[src/rtl/mmio_pkg.sv]
// Shared types and constants for the MMIO/dcache request router.
package mmio_pkg;

  typedef enum logic [1:0] {
    StIdle,
    StCache,
    StUncache,
    StResp
  } state_e;

  localparam logic [63:0] SerialBase = 64'ha00003f8;
  localparam logic [63:0] SerialEnd  = 64'ha00003ff;
  localparam logic [63:0] RtcBase    = 64'ha0000048;
  localparam logic [63:0] RtcEnd     = 64'ha000004f;

  localparam logic [63:0] ErrData = 64'hFFFF_FFFF_FFFF_FFFF;

  function automatic logic [63:0] expand_mask(input logic [7:0] mask);
    logic [63:0] res;
    for (int i = 0; i < 8; i++) begin
      res[8*i +: 8] = {8{mask[i]}};
    end
    return res;
  endfunction

endpackage

[src/rtl/mmio_region_decode.sv]
// Combinational uncached-region lookup: one-hot hit vector plus the read-only attribute
// of the hit region. Overlapping regions resolve to the lowest index.
module mmio_region_decode
  import mmio_pkg::*;
#(
  parameter int unsigned               NUM_REGIONS = 2,
  parameter logic [NUM_REGIONS*64-1:0] REGION_BASE = {RtcBase, SerialBase},
  parameter logic [NUM_REGIONS*64-1:0] REGION_END  = {RtcEnd, SerialEnd},
  parameter logic [NUM_REGIONS-1:0]    REGION_RO   = 2'b10
) (
  input  logic [63:0]            addr,
  output logic [NUM_REGIONS-1:0] hit,
  output logic                   ro
);

  always_comb begin
    hit = '0;
    ro  = 1'b0;
    // Walk downwards so the last match written is the lowest index.
    for (int i = int'(NUM_REGIONS) - 1; i >= 0; i--) begin
      if (addr >= REGION_BASE[i*64 +: 64] && addr <= REGION_END[i*64 +: 64]) begin
        hit    = '0;
        hit[i] = 1'b1;
        ro     = REGION_RO[i];
      end
    end
  end

endmodule

[src/rtl/mmio_route_ctrl.sv]
// Registered LSU request router: steers each core load/store to the uncached arbiter (MMIO)
// or the dcache, holds it until the target finishes, and times out stalled MMIO accesses.
module mmio_route_ctrl
  import mmio_pkg::*;
#(
  parameter int unsigned               NUM_REGIONS    = 2,
  parameter logic [NUM_REGIONS*64-1:0] REGION_BASE    = {RtcBase, SerialBase},
  parameter logic [NUM_REGIONS*64-1:0] REGION_END     = {RtcEnd, SerialEnd},
  parameter logic [NUM_REGIONS-1:0]    REGION_RO      = 2'b10,
  parameter int unsigned               TIMEOUT_CYCLES = 255
) (
  input  logic                   clk,
  input  logic                   rst,

  input  logic [63:0]            core_addr,
  input  logic [63:0]            core_data,
  input  logic [7:0]             core_mask,
  input  logic                   core_we,
  input  logic                   core_re,
  output logic [63:0]            in_core_data,
  output logic                   in_core_finish,
  output logic [NUM_REGIONS:0]   mmio_sign,
  output logic                   mmio_err,

  output logic [63:0]            arb_addr,
  output logic [63:0]            arb_data,
  output logic [7:0]             arb_mask,
  output logic                   arb_we,
  output logic                   arb_re,
  input  logic [63:0]            in_arb_data,
  input  logic                   in_arb_finish,

  output logic [63:0]            dcache_addr,
  output logic [63:0]            dcache_data,
  output logic [7:0]             dcache_mask,
  output logic                   dcache_we,
  output logic                   dcache_re,
  input  logic [63:0]            in_dcache_data,
  input  logic                   in_dcache_finish
);

  localparam int unsigned CntW = ($clog2(TIMEOUT_CYCLES) > 8) ? $clog2(TIMEOUT_CYCLES) : 8;
  localparam logic [CntW-1:0] CntLast = CntW'(TIMEOUT_CYCLES - 1);

  state_e                 state_q;
  logic [CntW-1:0]        cnt_q;
  logic [NUM_REGIONS-1:0] hit;
  logic                   ro_hit;

  mmio_region_decode #(
    .NUM_REGIONS(NUM_REGIONS),
    .REGION_BASE(REGION_BASE),
    .REGION_END (REGION_END),
    .REGION_RO  (REGION_RO)
  ) u_decode (
    .addr(core_addr),
    .hit (hit),
    .ro  (ro_hit)
  );

  // The port output registers double as the request latches; an idle port reads all-zero.
  always_ff @(posedge clk) begin
    if (rst) begin
      state_q        <= StIdle;
      cnt_q          <= '0;
      in_core_data   <= '0;
      in_core_finish <= 1'b0;
      mmio_sign      <= '0;
      mmio_err       <= 1'b0;
      arb_addr       <= '0;
      arb_data       <= '0;
      arb_mask       <= '0;
      arb_we         <= 1'b0;
      arb_re         <= 1'b0;
      dcache_addr    <= '0;
      dcache_data    <= '0;
      dcache_mask    <= '0;
      dcache_we      <= 1'b0;
      dcache_re      <= 1'b0;
    end else begin
      in_core_finish <= 1'b0;
      mmio_err       <= 1'b0;
      unique case (state_q)
        StIdle: begin
          in_core_data <= '0;
          mmio_sign    <= '0;
          cnt_q        <= '0;
          if (core_we || core_re) begin
            if (|hit) begin
              mmio_sign <= {1'b0, hit};
              if (ro_hit && core_we) begin
                // Write to a read-only region is refused without touching the bus.
                in_core_data   <= '0;
                in_core_finish <= 1'b1;
                mmio_err       <= 1'b1;
                state_q        <= StResp;
              end else begin
                arb_addr <= core_addr;
                arb_data <= core_data & expand_mask(core_mask);
                arb_mask <= core_mask;
                arb_we   <= core_we;
                arb_re   <= core_re & ~core_we;
                state_q  <= StUncache;
              end
            end else begin
              mmio_sign   <= {1'b1, {NUM_REGIONS{1'b0}}};
              dcache_addr <= core_addr;
              dcache_data <= core_data;
              dcache_mask <= core_mask;
              dcache_we   <= core_we;
              dcache_re   <= core_re & ~core_we;
              state_q     <= StCache;
            end
          end
        end

        StCache: begin
          if (in_dcache_finish) begin
            in_core_data   <= in_dcache_data;
            in_core_finish <= 1'b1;
            dcache_addr    <= '0;
            dcache_data    <= '0;
            dcache_mask    <= '0;
            dcache_we      <= 1'b0;
            dcache_re      <= 1'b0;
            state_q        <= StResp;
          end
        end

        StUncache: begin
          cnt_q <= cnt_q + 1'b1;
          if (in_arb_finish || cnt_q == CntLast) begin
            // A finish arriving on the expiry cycle still counts as a normal completion.
            in_core_data   <= in_arb_finish ? in_arb_data : ErrData;
            mmio_err       <= ~in_arb_finish;
            in_core_finish <= 1'b1;
            arb_addr       <= '0;
            arb_data       <= '0;
            arb_mask       <= '0;
            arb_we         <= 1'b0;
            arb_re         <= 1'b0;
            state_q        <= StResp;
          end
        end

        StResp: begin
          in_core_data <= '0;
          mmio_sign    <= '0;
          state_q      <= StIdle;
        end

        default: state_q <= StIdle;
      endcase
    end
  end

endmodule

[config.mk]
export PLATFORM = sky130hd
export DESIGN_NAME = mmio_route_ctrl
export DESIGN_NICKNAME = d
export VERILOG_FILES = /design/src/rtl/mmio_pkg.sv /design/src/rtl/mmio_region_decode.sv /design/src/rtl/mmio_route_ctrl.sv
export SDC_FILE = /design/constraint.sdc
export NUM_CORES = 1
export LEC_CHECK = 0
export CORE_AREA = 2 2 242 244
export CTS_CLUSTER_SIZE = 25
export DETAILED_ROUTE_END_ITERATION = 7
export DIE_AREA = 0 0 244 246
export GPL_TIMING_DRIVEN = 0
export PLACE_DENSITY = 0.59
export SETUP_SLACK_MARGIN = 0.02
export SYNTH_ARGS = -nofsm -noshare
export SYNTH_HDL_FRONTEND = slang
export SYNTH_SLANG_ARGS = --single-unit
[constraint.sdc]
create_clock -name clk -period 3.7 [get_ports clk]
set_clock_uncertainty 0.15 [all_clocks]
set_input_delay 0.74 -clock clk [delete_from_list [all_inputs] [get_ports clk]]
set_output_delay 0.74 -clock clk [all_outputs]
set_load 0.01 [all_outputs]
### Word-level counts from Yosys, hierarchy flattened

Index checks and enable logic that the tools add are counted.

* memories: 0
* output and inout bits: 345
* register bits: 355
* bits in read-only memories: 0
* input bits: 270
* bits in latches: 0
* memory bits (writable): 0
* logic and storage cells: 117

* multiplexer cells: 67
* reductions and logical operators: 15
* add/subtract/negate cells: 1
* shifts and indexed selects: 0
* $lt $le $gt $ge: 4
* bitwise logic cells: 4
* eq/ne operators: 10
* divide/modulo/power cells: 0
* $mul: 0

Operators by type and width (count)
* 2-to-1 mux 64 bit: 15
* one-hot mux 64 bit (2 select lines): 4
* one-hot mux 64 bit (3 select lines): 1
* >= comparator 64 x 32 -> 1 bit (second input constant): 2
* less-or-equal comparator 64 x 32 -> 1 bit (second input constant): 2
* bitwise AND 64 bit: 1
* 2-to-1 mux 8 bit: 7
* one-hot mux 8 bit (2 select lines): 3
* 2-to-1 mux 1 bit: 21
* 2-to-1 mux 2 bit: 6
* inequality test 2 bit (second input constant): 6
* one-hot mux 1 bit (2 select lines): 5
* adder 8 x 1 -> 8 bit (second input constant): 1
* == test 8 bit (second input constant): 1
* one-hot mux 2 bit (4 select lines): 1
* 2-to-1 mux 3 bit: 2
* one-hot mux 3 bit (2 select lines): 1
* nonzero test 2 bit: 3
* AND reduction 5 bit: 1
* == test 2 bit (second input constant): 2
* AND reduction 4 bit: 1
* OR reduction 2 bit: 2
* logical AND 1 bit: 3
* one-hot mux 1 bit (3 select lines): 1
* 7 further kinds: 9

### Longest topological paths before layout

Gate-level depths: netlist of run 1.

* word-level depth: 9
* gate-level depth with buffers: 11
* depth with buffers taken out: 8

### Modules after synthesis

Synthesis of run 1 repeated with hierarchy kept, for this count alone.

* cells, all modules: 1703
* area, all modules: 15341.0 µm²

Modules (own cells, without submodules)
* mmio_route_ctrl: area an instance 15157.0 µm², seq. area each 7106.8 µm², times used 1, cells each 1675
* mmio_region_decode: area an instance 183.9 µm², seq. area each 0.0 µm², times used 1, cells each 28

### Worst setup path after synthesis of run 1

Ideal clock, no wire load.

* path type: in2reg
* from: in core_addr[7]
* to: reg arb_addr[0]
* path buffers: 4
* library setup time: 0.072 ns
* required time: 3.478 ns
* slack: 0.959 ns
* arrival: 2.520 ns
* cell stages on the path: 10
* cells stage by stage: or4_1 nor2_2 a31o_2 a21o_1 buf_6 and2_1 buf_4 buf_12 buf_12 mux2i_1

* word-level cells in the longest chain between the ends: 7
* elaborated cells between the ends (all ways): 15
* those cells by class: order compare (4); eq/ne (2); mux (4); reduce/logical (5)

Ends and longest elaborated chain
* start, declared: RTL line mmio_route_ctrl.sv:15 `input logic [63:0] core_addr,`
* >= comparator 64 x 32 -> 1 bit or less-or-equal comparator 64 x 32 -> 1 bit (tied branches): RTL line mmio_region_decode.sv:21 `if (addr >= REGION_BASE[i*64 +: 64] && addr <= REGION_END[i*64 +: 64]) begin`
* logical AND 1 bit: RTL line mmio_region_decode.sv:21
* 2-to-1 mux 2 bit or 2-to-1 mux 1 bit (tied branches) (2 in series): RTL line mmio_region_decode.sv:21
* OR reduction 2 bit or logical AND 1 bit (tied branches): RTL line mmio_route_ctrl.sv:89, mmio_route_ctrl.sv:91
* inequality test 2 bit (no source line)
* AND reduction 5 bit (no source line) *
* end signal, assigned: RTL line mmio_route_ctrl.sv:98 `arb_addr <= core_addr;`
* end, declared: RTL line mmio_route_ctrl.sv:25 `output logic [63:0] arb_addr,`

Mark *: on every way between the ends. The rest lies on a longest branch, timed or not.
A chain may end at the register's enable or synchronous reset.

### Worst setup path after layout of run 1

* from: in core_we
* to: reg arb_addr[29]

* word-level cells in the longest chain between the ends: 3
* elaborated cells between the ends (all ways): 5
* those cells by class: eq/ne (2); reduce/logical (3)

Ends and longest elaborated chain
* start, declared: RTL line mmio_route_ctrl.sv:18 `input logic core_we,`
* logical AND 1 bit or logical OR 1 bit (tied branches): RTL line mmio_route_ctrl.sv:91, mmio_route_ctrl.sv:88
* inequality test 2 bit (no source line)
* AND reduction 5 bit (no source line) *

Marks and branches as above.

==> out/metrics.yaml, run 1 <==
clocking:
  tritoncts: "built"
  clock_insertion_delay_worst_skew_ns: 0.56
  htree_levels: 2
  post_cts_hold_buffer_count: 0
  path_clk_slew_ns: 0.06
  clk_path_buf_depth: 3
  sink_count: 355
  tritoncts.num_buffers: 43
  clock-root-buffer: "clkbuf_16"
pwr:
  vdd_drop_max_mv: 0.362
  total_power_uw: 18400
  total_leakage_power_uw: 0.00812
  powerDensity_mw_per_mm2: 803
cells_and_area:
  register_area_mm2: 0.00711
  layout.core_utilization_pct: 40.0
  postLayoutCellArea_mm2: 0.0229
  final_cell_mix: "clkdlybuf4s50_1 (612), dfxtp_1 (355), a21oi_1 (214), nand2_1 (214), nor2_1 (139)"
  syn2layout_area_growth_pct: 59.1
  share_of_layout_cells_above_drive_strength_1_pct: 4.47
  multiInputGateArea_mm2: 0.00657
  final_nets: 2594
  most_common_library_cell_in_the_layout_ignoring_fill_and_taps: "clkdlybuf4s50_1"
  n_fill_cell: 5761
yosys:
  mappedNetlistArea_mm2: 0.0144
  netlist-cell-type-count: 47
  yosysWarnings: 0
  ys_seq_area_share_pct: 49.3
  synthArstFlopShare_pct: 0
  synth.ff_latch_count: 355
  synth_top_cell_by_area: "dfxtp_1"
  synthesis.area_per_instance_um2: 8.68
  synth_flop_cell: "dfxtp_1"
  postSynthNetCount: 1937
  postSynthCellCount: 1660
  yosys-top-cells-area: "dfxtp_1 (49%), a21oi_1 (7.4%), nand3b_1 (7.1%), nand2_1 (5.6%), mux2i_1 (4.8%)"
  synth_top_area_share_pct: 49.3
  synth_edf_count: 0
timing:
  post-route-worst-setup-slack_ns: 0.209
  setup_repair_after_global_routing_missed_its_margin: "false"
  final-max-slew-violation-count: 0
  tightestPinTransition_ns: 1.04
  whs_ns: 0.298
  finalCriticalPeriod_ns: 3.49
  fmax_mhz: 286
  max-slew-margin-rel_pct: 30.7
  setup-violations-final: 0
  final.period_utilization_pct: 94.4
  timing_hold_violations_final: 0
critical_path:
  path_buf_inv: 2
  cpLargestDelayFamily: "compound AO/OA/AOI/OAI gates"
  critPathRequiredTime_ns: 4.01
  end_kind: "flip-flop"
  slowest_delay_ns: 0.89
  cp_slowest_cell: "a2111oi_4"
  critPathKind: "in -> reg"
  timing.critical_path.arrival_ns: 3.80
  critical_path_peak_fanout: 10
  crit_path_cell_chain: "clkdlybuf4s50_1 > and3_1 > and3_2 > a2111oi_4 > a21oi_2 > buf_2 > a22o_1"
  startpoint_type: "input port"
drt:
  drt_drc_violations_left: 0
  routed_wirelength_um: 62200
  routed_via_density: 4.63
  via_count: 14423
  drtAntennaViolNets: 0
  drt_iter0_markers: 598
  routed_wire_length_per_instance_um: 19.9
  drtPass1Iterations: 5
placed_design:
  dp_hpwl_um: 48800
  place.gp.congestion: 0.920
  place_ws_ns: -0.702
  postPlaceCellArea_mm2: 0.0215
  place.port_buffers: 612
floorplan:
  die_h_um: 246
  floorplan.core_area_mm2: 0.0574
  die_w_um: 244
  core.rowCount: 88
  dieArea_mm2: 0.0600
  io_pins: 615
  floorplan.initialDensity_pct: 25.1
grt:
  grt_pass1_wl_um: 90200
  via_count_of_the_first_global_routing_pass: 14444
  grt_start_max_net_pins: 13
  grt_antenna_before_repair: 8
  gr-total-overflow: 0
  grt_util_all_layers_pct: 19.7
hold_path:
  hp-class: "reg -> reg"
status:
  status: "finished clean"
flow_run:
  cap_viol_max_count: 0
[worst min-delay path, stage by stage, from the launching register on]
cell and delay (ns):
dfxtp_1 0.31, nand2_1 0.05, a21oi_1 0.05
[synthesized netlist by cell type, types with 4 or more instances]
library cell and instances:
nor2_1 139, dfxtp_1 355, buf_12 6, buf_2 17, a21oi_1 214, a22o_1 4
nand2_1 214, inv_1 8, a211oi_1 66, nand3_1 15, o21ai_1 8, ha_1 7
nand2b_1 79, nand4_1 10, nor4_1 10, nand3b_1 137, o21ai_0 67, a32o_1 5
and2_1 63, buf_1 13, clkbuf_1 111, mux2i_1 69
[layout make-up]
class,instances,share of cell area (%)
plain buffers,151,3.09
well taps,765,4.18
inverters,8,0.131
clock buffers,64,5.48
repair buffers,612,26.7
multi-input cells,1146,28.6
flip-flops and latches,355,31.0
diodes,3,0.0327
clock inverters,14,0.726
[final timing paths]
| check | to | startpoint | cells after the start | slack [ns] |
|---|---|---|---|---|
| worst max-delay path | arb_addr[29] | core_we | 7 | 0.21 |
| worst min-delay path | dcache_addr[28] | dcache_addr[28] | 2 | 0.30 |
| worst max register to register | arb_addr[29] | state_q[0] | 8 | 0.36 |
| worst min register to register | dcache_addr[28] | dcache_addr[28] | 2 | 0.30 |
[layer usage]
metal | track usage, % | routed length (um) | share of wire (%) | vias to the layer above
met5 | 0 | 28 | 0.045 | -
met4 | 7.12 | 1920 | 3.1 | 4
met3 | 5.49 | 4720 | 7.6 | 111
met2 | 34.8 | 30800 | 50 | 542
met1 | 22.7 | 24700 | 40 | 6785
li1 | - | - | - | 6981
[report_power, final]
part	total [uW]	internal [uW]	switching (uW)
logic	8630	3870	4760
clock network	4290	2560	1730
registers	5490	4890	604
[state kept, by name, indices dropped and copies added (netlist names), 2 cells and up]
name	flops
arb_data	64
arb_mask	8
state_q	2
dcache_mask	8
dcache_data	64
in_core_data	64
arb_addr	64
cnt_q	8
mmio_sign	3
dcache_addr	64
[what timing repair did]
action | CTS | global route
gates resized for setup | 1 | 4
endpoints found under the setup margin | 100 | 25
setup buffers | 0 | 0
[cells by family (layout without fill, tap and decap cells)]
group                      count (synthesis)  in the layout  synth area share [%]
xor gates and xnor gates                   1              1                0.0608
muxes                                     69             69                  4.79
and+or+nand+nor                          688            688                  25.0
buffers and inverters                    159            849                  5.10
other                                      0              3                     0
adders and majority gates                  7              7                 0.608
AOI/OAI and AO/OA                        381            381                  15.1
DFF                                      355            355                  49.3
[stage by stage]
stage	TNS, ns	instances
finish	0	3118
global placement	-92.40	3037
global route	0	3118
detailed placement	-103.26	3037
CTS	0	3115
floorplan	0	1660
Note: power is estimated with default switching activity, not from simulation.
==> run 2, diff against run 1 <==
--- a/config.mk
+++ b/config.mk
@@ -9,7 +9,6 @@
 export CTS_CLUSTER_SIZE = 25
 export DETAILED_ROUTE_END_ITERATION = 7
 export DIE_AREA = 0 0 244 246
-export GPL_TIMING_DRIVEN = 0
 export PLACE_DENSITY = 0.59
 export SETUP_SLACK_MARGIN = 0.02
 export SYNTH_ARGS = -nofsm -noshare
==> run 2 against run 1 <==
  * Sequential power about the same
  * Sequential share of layout area is 0.18 points higher
  * Routed wire length decreased by 13%
  * Largest cell class unchanged
==> out/metrics.yaml, run 2 (same netlist as run 1, synthesis figures left out) <==
status:
  status: "finished clean"
clocking:
  clk_path_buf_depth: 3  # unchanged
  post_cts.repair.setup_buffers: 0  # unchanged
  path_clk_slew_ns: 0.06  # about the same
  clock-root-buffer: "clkbuf_16"
  clock_insertion_delay_worst_skew_ns: 0.56  # about the same
  htree_levels: 2  # unchanged
  sink_count: 355  # unchanged
  tritoncts: "built"
  tritoncts.num_buffers: 43  # unchanged
  post_cts_resize_count: 0  # -1
  post_cts_hold_buffer_count: 0  # unchanged
placed_design:
  place_ws_ns: -0.102  # +0.601 ns
  dp_hpwl_um: 38700  # -21%
  place.gp.congestion: 0.844  # -8.3%
  place.port_buffers: 614  # +0.33%
drt:
  via_count: 13835  # -4.1%
  routed_wire_length_per_instance_um: 17.8  # -10%
  drtPass1Iterations: 6  # +1
  drt_iter0_markers: 676  # +13%
  drtAntennaViolNets: 0  # unchanged
  drt_drc_violations_left: 0  # unchanged
  routed_wirelength_um: 53800  # -13%
  routed_via_density: 4.59  # -0.77%
timing:
  timing_hold_violations_final: 0  # unchanged
  fmax_mhz: 317  # +11%
  max-slew-margin-rel_pct: 35.8  # +5.2 points
  final.period_utilization_pct: 85.3  # -9.0 points
  tightestPinTransition_ns: 0.963  # -0.0774 ns
  finalCriticalPeriod_ns: 3.16  # -0.333 ns
  post-route-worst-setup-slack_ns: 0.542  # +0.333 ns
  final-max-slew-violation-count: 0  # unchanged
  setup-violations-final: 0  # unchanged
  setup_repair_after_global_routing_missed_its_margin: "false"
grt:
  gr-total-overflow: 0  # unchanged
  grt_antenna_before_repair: 4  # -4
  grt_start_max_net_pins: 179  # +166
  grt_util_all_layers_pct: 17.0  # -2.7 points
  via_count_of_the_first_global_routing_pass: 13654  # -5.5%
  grt_pass1_wl_um: 80500  # -11%
pwr:
  total_leakage_power_uw: 0.00810  # -0.23%
  powerDensity_mw_per_mm2: 786  # -2.1%
  vdd_drop_max_mv: 0.774  # +110%
cells_and_area:
  final_nets: 2490  # -4.0%
  most_common_library_cell_in_the_layout_ignoring_fill_and_taps: "clkdlybuf4s50_1"
  syn2layout_area_growth_pct: 58.2
  final_cell_mix: "clkdlybuf4s50_1 (613), dfxtp_1 (355), a21oi_1 (214), nand2_1 (214), nor2_1 (138)"
  share_of_layout_cells_above_drive_strength_1_pct: 5.61  # +1.1 points
  layout.core_utilization_pct: 39.7  # -0.24 points
hold_path:
  hp-class: "reg -> reg"
floorplan:
  floorplan.initialDensity_pct: 25.1  # unchanged
  floorplan.core_area_mm2: 0.0574  # unchanged
  die_w_um: 244  # unchanged
  die_h_um: 246  # unchanged
  io_pins: 615  # unchanged
  dieArea_mm2: 0.0600  # unchanged
  core.rowCount: 88  # unchanged
critical_path:
  end_kind: "flip-flop"
  startpoint_type: "input port"
  cp_slowest_cell: "nor4_1"
  critical_path_peak_fanout: 79  # +69
  crit_path_cell_chain: "clkdlybuf4s50_1 > nor4_1 > nand4_1 > nor4_4 > buf_4 > a31oi_4 > buf_12 > nand3b_1 > a21oi_1"
  critPathRequiredTime_ns: 3.96  # -0.05 ns
  critPathKind: "in -> reg"
  cpLargestDelayFamily: "simple AND/OR/NAND/NOR gates"
  slowest_delay_ns: 0.54  # -0.35 ns
  path_buf_inv: 3  # +1
  timing.critical_path.arrival_ns: 3.41  # -0.39 ns
flow_run:
  cap_viol_max_count: 0  # unchanged
-- run 2: cell types whose count changed in the layout (fill, tap and decap cells not counted), sizes merged --
cell,change
clkinvlp,+2
bufinv,-1
inv,-1
buf,+5
diode,+1
clkdlybuf4s50,+1
clkinv,+1
clkbuf,-112
-- run 2: worst paths after layout --
kind,start,end,slack (ns),cells after the start
max,core_addr[61],dcache_data[8],0.54,9
min,dcache_data[34],dcache_data[34],0.30,2
min reg2reg,dcache_data[34],dcache_data[34],0.30,2
max reg2reg,state_q[0],arb_data[14],0.84,9
-- run 2: per-layer routing --
layer / global-route usage [%] / routed length, um / up-vias
li1: - / - / 6791
met1: 20.3 / 22300 / 6499
met2: 29.7 / 26400 / 458
met3: 4.51 / 3590 / 85
met4: 5.36 / 1420 / 2
met5: 0 / 8 / -
-- run 2: through the flow --
step / hold WS, ns / cell area (um2) / power, uW / instances / TNS [ns]
finish: 0.297 / 22800 / 17900 / 3014 / 0
global placement: 0.288 / 21400 / 13700 / 2932 / -0.00661
CTS: 0.300 / 22800 / 18100 / 3009 / 0
floorplan: 0.324 / 14400 / 9980 / 1660 / 0
detailed placement: 0.292 / 21400 / 13900 / 2932 / -4.66
global route: 0.311 / 22800 / 19000 / 3012 / 0
-- run 2: cell type report --
class | count | area (um2)
fillers | 5708 | 34600
flip-flops and latches | 355 | 7110
repair buffers | 659 | 6660
multi-input cells | 1146 | 6620
clock buffers | 62 | 1230
well taps | 765 | 957
clock inverters | 15 | 173
inverters | 8 | 30.0
diodes | 4 | 10.0
-- run 2: tightest hold or removal path, stage by stage, from the launching register on --
cell,delay [ns]
dfxtp_1,0.30
nand2_1,0.05
a21oi_1,0.05
-- run 2: power breakdown --
group | internal [uW] | switching [uW] | total, uW
sequential | 4890 | 575 | 5460
combinational | 3890 | 4390 | 8280
clock | 2460 | 1720 | 4180
total | 11200 | 6680 | 17900
==> run 3, diff against run 2 <==
--- a/config.mk
+++ b/config.mk
@@ -5,11 +5,12 @@
 export SDC_FILE = /design/constraint.sdc
 export NUM_CORES = 1
 export LEC_CHECK = 0
-export CORE_AREA = 2 2 242 244
+export ABC_AREA = 1
+export CORE_AREA = 2 2 239 241
 export CTS_CLUSTER_SIZE = 25
 export DETAILED_ROUTE_END_ITERATION = 7
-export DIE_AREA = 0 0 244 246
-export PLACE_DENSITY = 0.59
+export DIE_AREA = 0 0 241 243
+export PLACE_DENSITY = 0.62
 export SETUP_SLACK_MARGIN = 0.02
 export SYNTH_ARGS = -nofsm -noshare
 export SYNTH_HDL_FRONTEND = slang
==> run 3 against run 2 <==
  * Fmax rose by 9.3%
  * Global-route usage increased by 2.4 points
  * Hold slack got worse by 0.0089 ns
  * Register-to-register slack worse by 0.03 ns
  * Largest cell class unchanged
  * Largest power group unchanged
==> out/metrics.yaml, run 3 <==
grt:
  grt_antenna_before_repair: 1  # -3
  via_count_of_the_first_global_routing_pass: 15675  # +15%
  grt_start_max_net_pins: 204  # +14%
  grt_util_all_layers_pct: 19.4  # +2.4 points
  gr-total-overflow: 0  # unchanged
  grt_pass1_wl_um: 89900  # +12%
yosys:
  yosys-top-cells-count: "nor2_1 (663), dfxtp_1 (355), a21oi_1 (214)"
  postSynthCellCount: 2178  # +31%
  synthArstFlopShare_pct: 0  # unchanged
  synth_edf_count: 0  # unchanged
  ys_seq_area_share_pct: 46.9  # -2.5 points
  yosys-top-cells-area: "dfxtp_1 (47%), nor2_1 (16%), a21oi_1 (7.1%), o21ai_0 (6.5%), nand2_1 (5.0%)"
  mappedNetlistArea_mm2: 0.0152  # +5.2%
  synthesis.area_per_instance_um2: 6.96  # -20%
  synth_flop_cell: "dfxtp_1"
  synth_top_area_share_pct: 46.9  # -2.5 points
  yosysWarnings: 0  # unchanged
  postSynthNetCount: 2455  # +27%
  netlist-cell-type-count: 33  # -30%
  synth_top_cell_by_area: "dfxtp_1"
  synthMostInstantiatedCell: "nor2_1"
  synth.ff_latch_count: 355  # unchanged
pwr:
  total_leakage_power_uw: 0.00932  # +15%
  powerDensity_mw_per_mm2: 850  # +8.0%
  power_switching_uw: 7910  # +18%
  vdd_drop_max_mv: 0.792  # +2.4%
  p_comb_share_pct: 48.3  # +2.1 points
  switching_share_pct: 40.0  # +2.7 points
  clock_power_share_pct: 21.9  # -1.4 points
  internal-power_uw: 11900  # +5.7%
  seq_power_share_pct: 29.8  # -0.7 points
floorplan:
  dieArea_mm2: 0.0586  # -2.4%
  die_h_um: 243  # -1.2%
  core.rowCount: 87  # -1.1%
  floorplan.core_area_mm2: 0.0560  # -2.5%
  floorplan.initialDensity_pct: 27.1  # +2.0 points
  io_pins: 615  # unchanged
  die_w_um: 241  # -1.2%
drt:
  drt_drc_violations_left: 0  # unchanged
  drt_iter0_markers: 965  # +43%
  routed_wire_length_per_instance_um: 17.0  # -4.6%
  drtPass1Iterations: 5  # -1
  routed_via_density: 4.64  # +1.1%
  routed_wirelength_um: 59400  # +10%
  drtAntennaViolNets: 0  # unchanged
  via_count: 16194  # +17%
status:
  status: "finished clean"
timing:
  tightestPinTransition_ns: 1.20  # +0.241 ns
  finalCriticalPeriod_ns: 2.89  # -0.269 ns
  timing_hold_violations_final: 0  # unchanged
  max-slew-margin-rel_pct: 19.7  # -16 points
  final-max-slew-violation-count: 0  # unchanged
  fmax_mhz: 346  # +9.3%
  post-route-worst-setup-slack_ns: 0.811  # +0.269 ns
  whs_ns: 0.288  # -0.00894 ns
  final.period_utilization_pct: 78.1  # -7.3 points
  setup_repair_after_global_routing_missed_its_margin: "false"
  setup-violations-final: 0  # unchanged
  sum_neg_setup_slack_ns: 0  # unchanged
flow_run:
  cap_viol_max_count: 0  # unchanged
clocking:
  path_clk_slew_ns: 0.06  # about the same
  post_cts_hold_buffer_count: 0  # unchanged
  clock-root-buffer: "clkbuf_16"
  clock_insertion_delay_worst_skew_ns: 0.57  # about the same
  post_cts.repair.setup_buffers: 0  # unchanged
  tritoncts: "built"
  clk_path_buf_depth: 3  # unchanged
  tritoncts.num_buffers: 42  # -2.3%
  htree_levels: 2  # unchanged
  post_cts_resize_count: 0  # unchanged
  sink_count: 355  # unchanged
critical_path:
  timing.critical_path.arrival_ns: 3.11  # -0.30 ns
  critPathKind: "reg -> reg"
  end_kind: "flip-flop"
  r2r-start: "state_q[0]"
  timing.reg2reg.setup_slack_ns: 0.81  # -0.03 ns
  startpoint_type: "flip-flop"
  rr_worst_depth: 8  # -1
  critical_path_peak_fanout: 128  # +62%
  crit-reg2reg-capture: "in_core_data[63]"
  critPathRequiredTime_ns: 3.92  # -0.04 ns
hold_path:
  hold_depth: 2  # unchanged
  worstHoldStart: "arb_addr[10]"
  hp-class: "reg -> reg"
  worstHoldEndpoint: "arb_addr[10]"
placed_design:
  place_ws_ns: 0.258  # +0.360 ns
  postPlaceCellArea_mm2: 0.0218  # +2.2%
  place.port_buffers: 614  # unchanged
  place.gp.congestion: 0.875  # +3.7%
  dp_hpwl_um: 41600  # +7.5%
cells_and_area:
  final_nets: 2972  # +19%
  final_cell_mix: "nor2_1 (663), clkdlybuf4s50_1 (613), dfxtp_1 (355)"
  share_of_layout_cells_above_drive_strength_1_pct: 4.40  # -1.2 points
  postLayoutCellArea_mm2: 0.0233  # +2.2%
  syn2layout_area_growth_pct: 53.6
  layout.core_utilization_pct: 41.6  # +1.9 points
  most_common_library_cell_in_the_layout_ignoring_fill_and_taps: "nor2_1"
[run 3: final cells by class]
class | instances | area, um2
Tap cell | 756 | 946
Fill cell | 5696 | 32700
Multi-Input combinational cell | 1476 | 6600
Antenna cell | 3 | 7.51
Clock inverter | 18 | 215
Sequential cell | 355 | 7110
Inverter | 178 | 676
Timing Repair Buffer | 642 | 6500
Clock buffer | 60 | 1240
[run 3: through the flow]
| step | cells | power, uW |
|---|---|---|
| detailed placement | 3407 | 15600 |
| finish | 3488 | 19800 |
| global placement | 3407 | 15500 |
| global route | 3485 | 21100 |
| CTS | 3485 | 20100 |
| floorplan | 2178 | 11100 |
[run 3: kinds of logic (layout without fill, tap and decap cells)]
kind of cell	count (synthesis)	in the layout	share of synthesized area, %
and+or+nand+nor	1041	1041	28.3
AOI/OAI and AO/OA	428	428	14.3
DFF	355	355	46.9
buffers and inverters	347	898	10.0
adders and majority gates	7	7	0.578
other	0	3	0
[run 3: worst max-delay path by stage]
stage / endpoint / cells past startpoint / startpoint
after floorplan: dcache_addr[44] / 14 / core_addr[25]
after global placement: dcache_addr[19] / 14 / core_addr[31]
after detailed placement: dcache_addr[10] / 14 / core_addr[53]
after CTS: in_core_data[4] / 8 / state_q[0]
after global routing: in_core_data[13] / 8 / state_q[0]
final: in_core_data[63] / 8 / state_q[0]
[run 3: power by group through the flow]
stage	sequential, uW	clock (uW)	combinational, uW
after floorplan	6510	0	4580
after global placement	5920	0	9570
after detailed placement	5970	0	9660
after CTS	5910	4450	9700
after global routing	6070	4610	10500
final	5900	4330	9560
[run 3: critical path, stage by stage (launching register included)]
cell and delay [ns]:
dfxtp_1 0.36, inv_1 0.16, ha_4 0.47, inv_1 0.13, nor3_2 0.44, a21oi_4 0.03, buf_4 0.39, o21ai_0 0.36
a21oi_1 0.07
[run 3: layer usage]
layer	GRT usage [%]	share of wire, %	up-vias	wire (um)
met5	0	0	-	0
met4	7.52	3.6	0	2110
met3	4.24	6.8	118	4040
met2	33.4	49	586	28900
met1	23.5	41	7470	24400
li1	-	-	8020	-
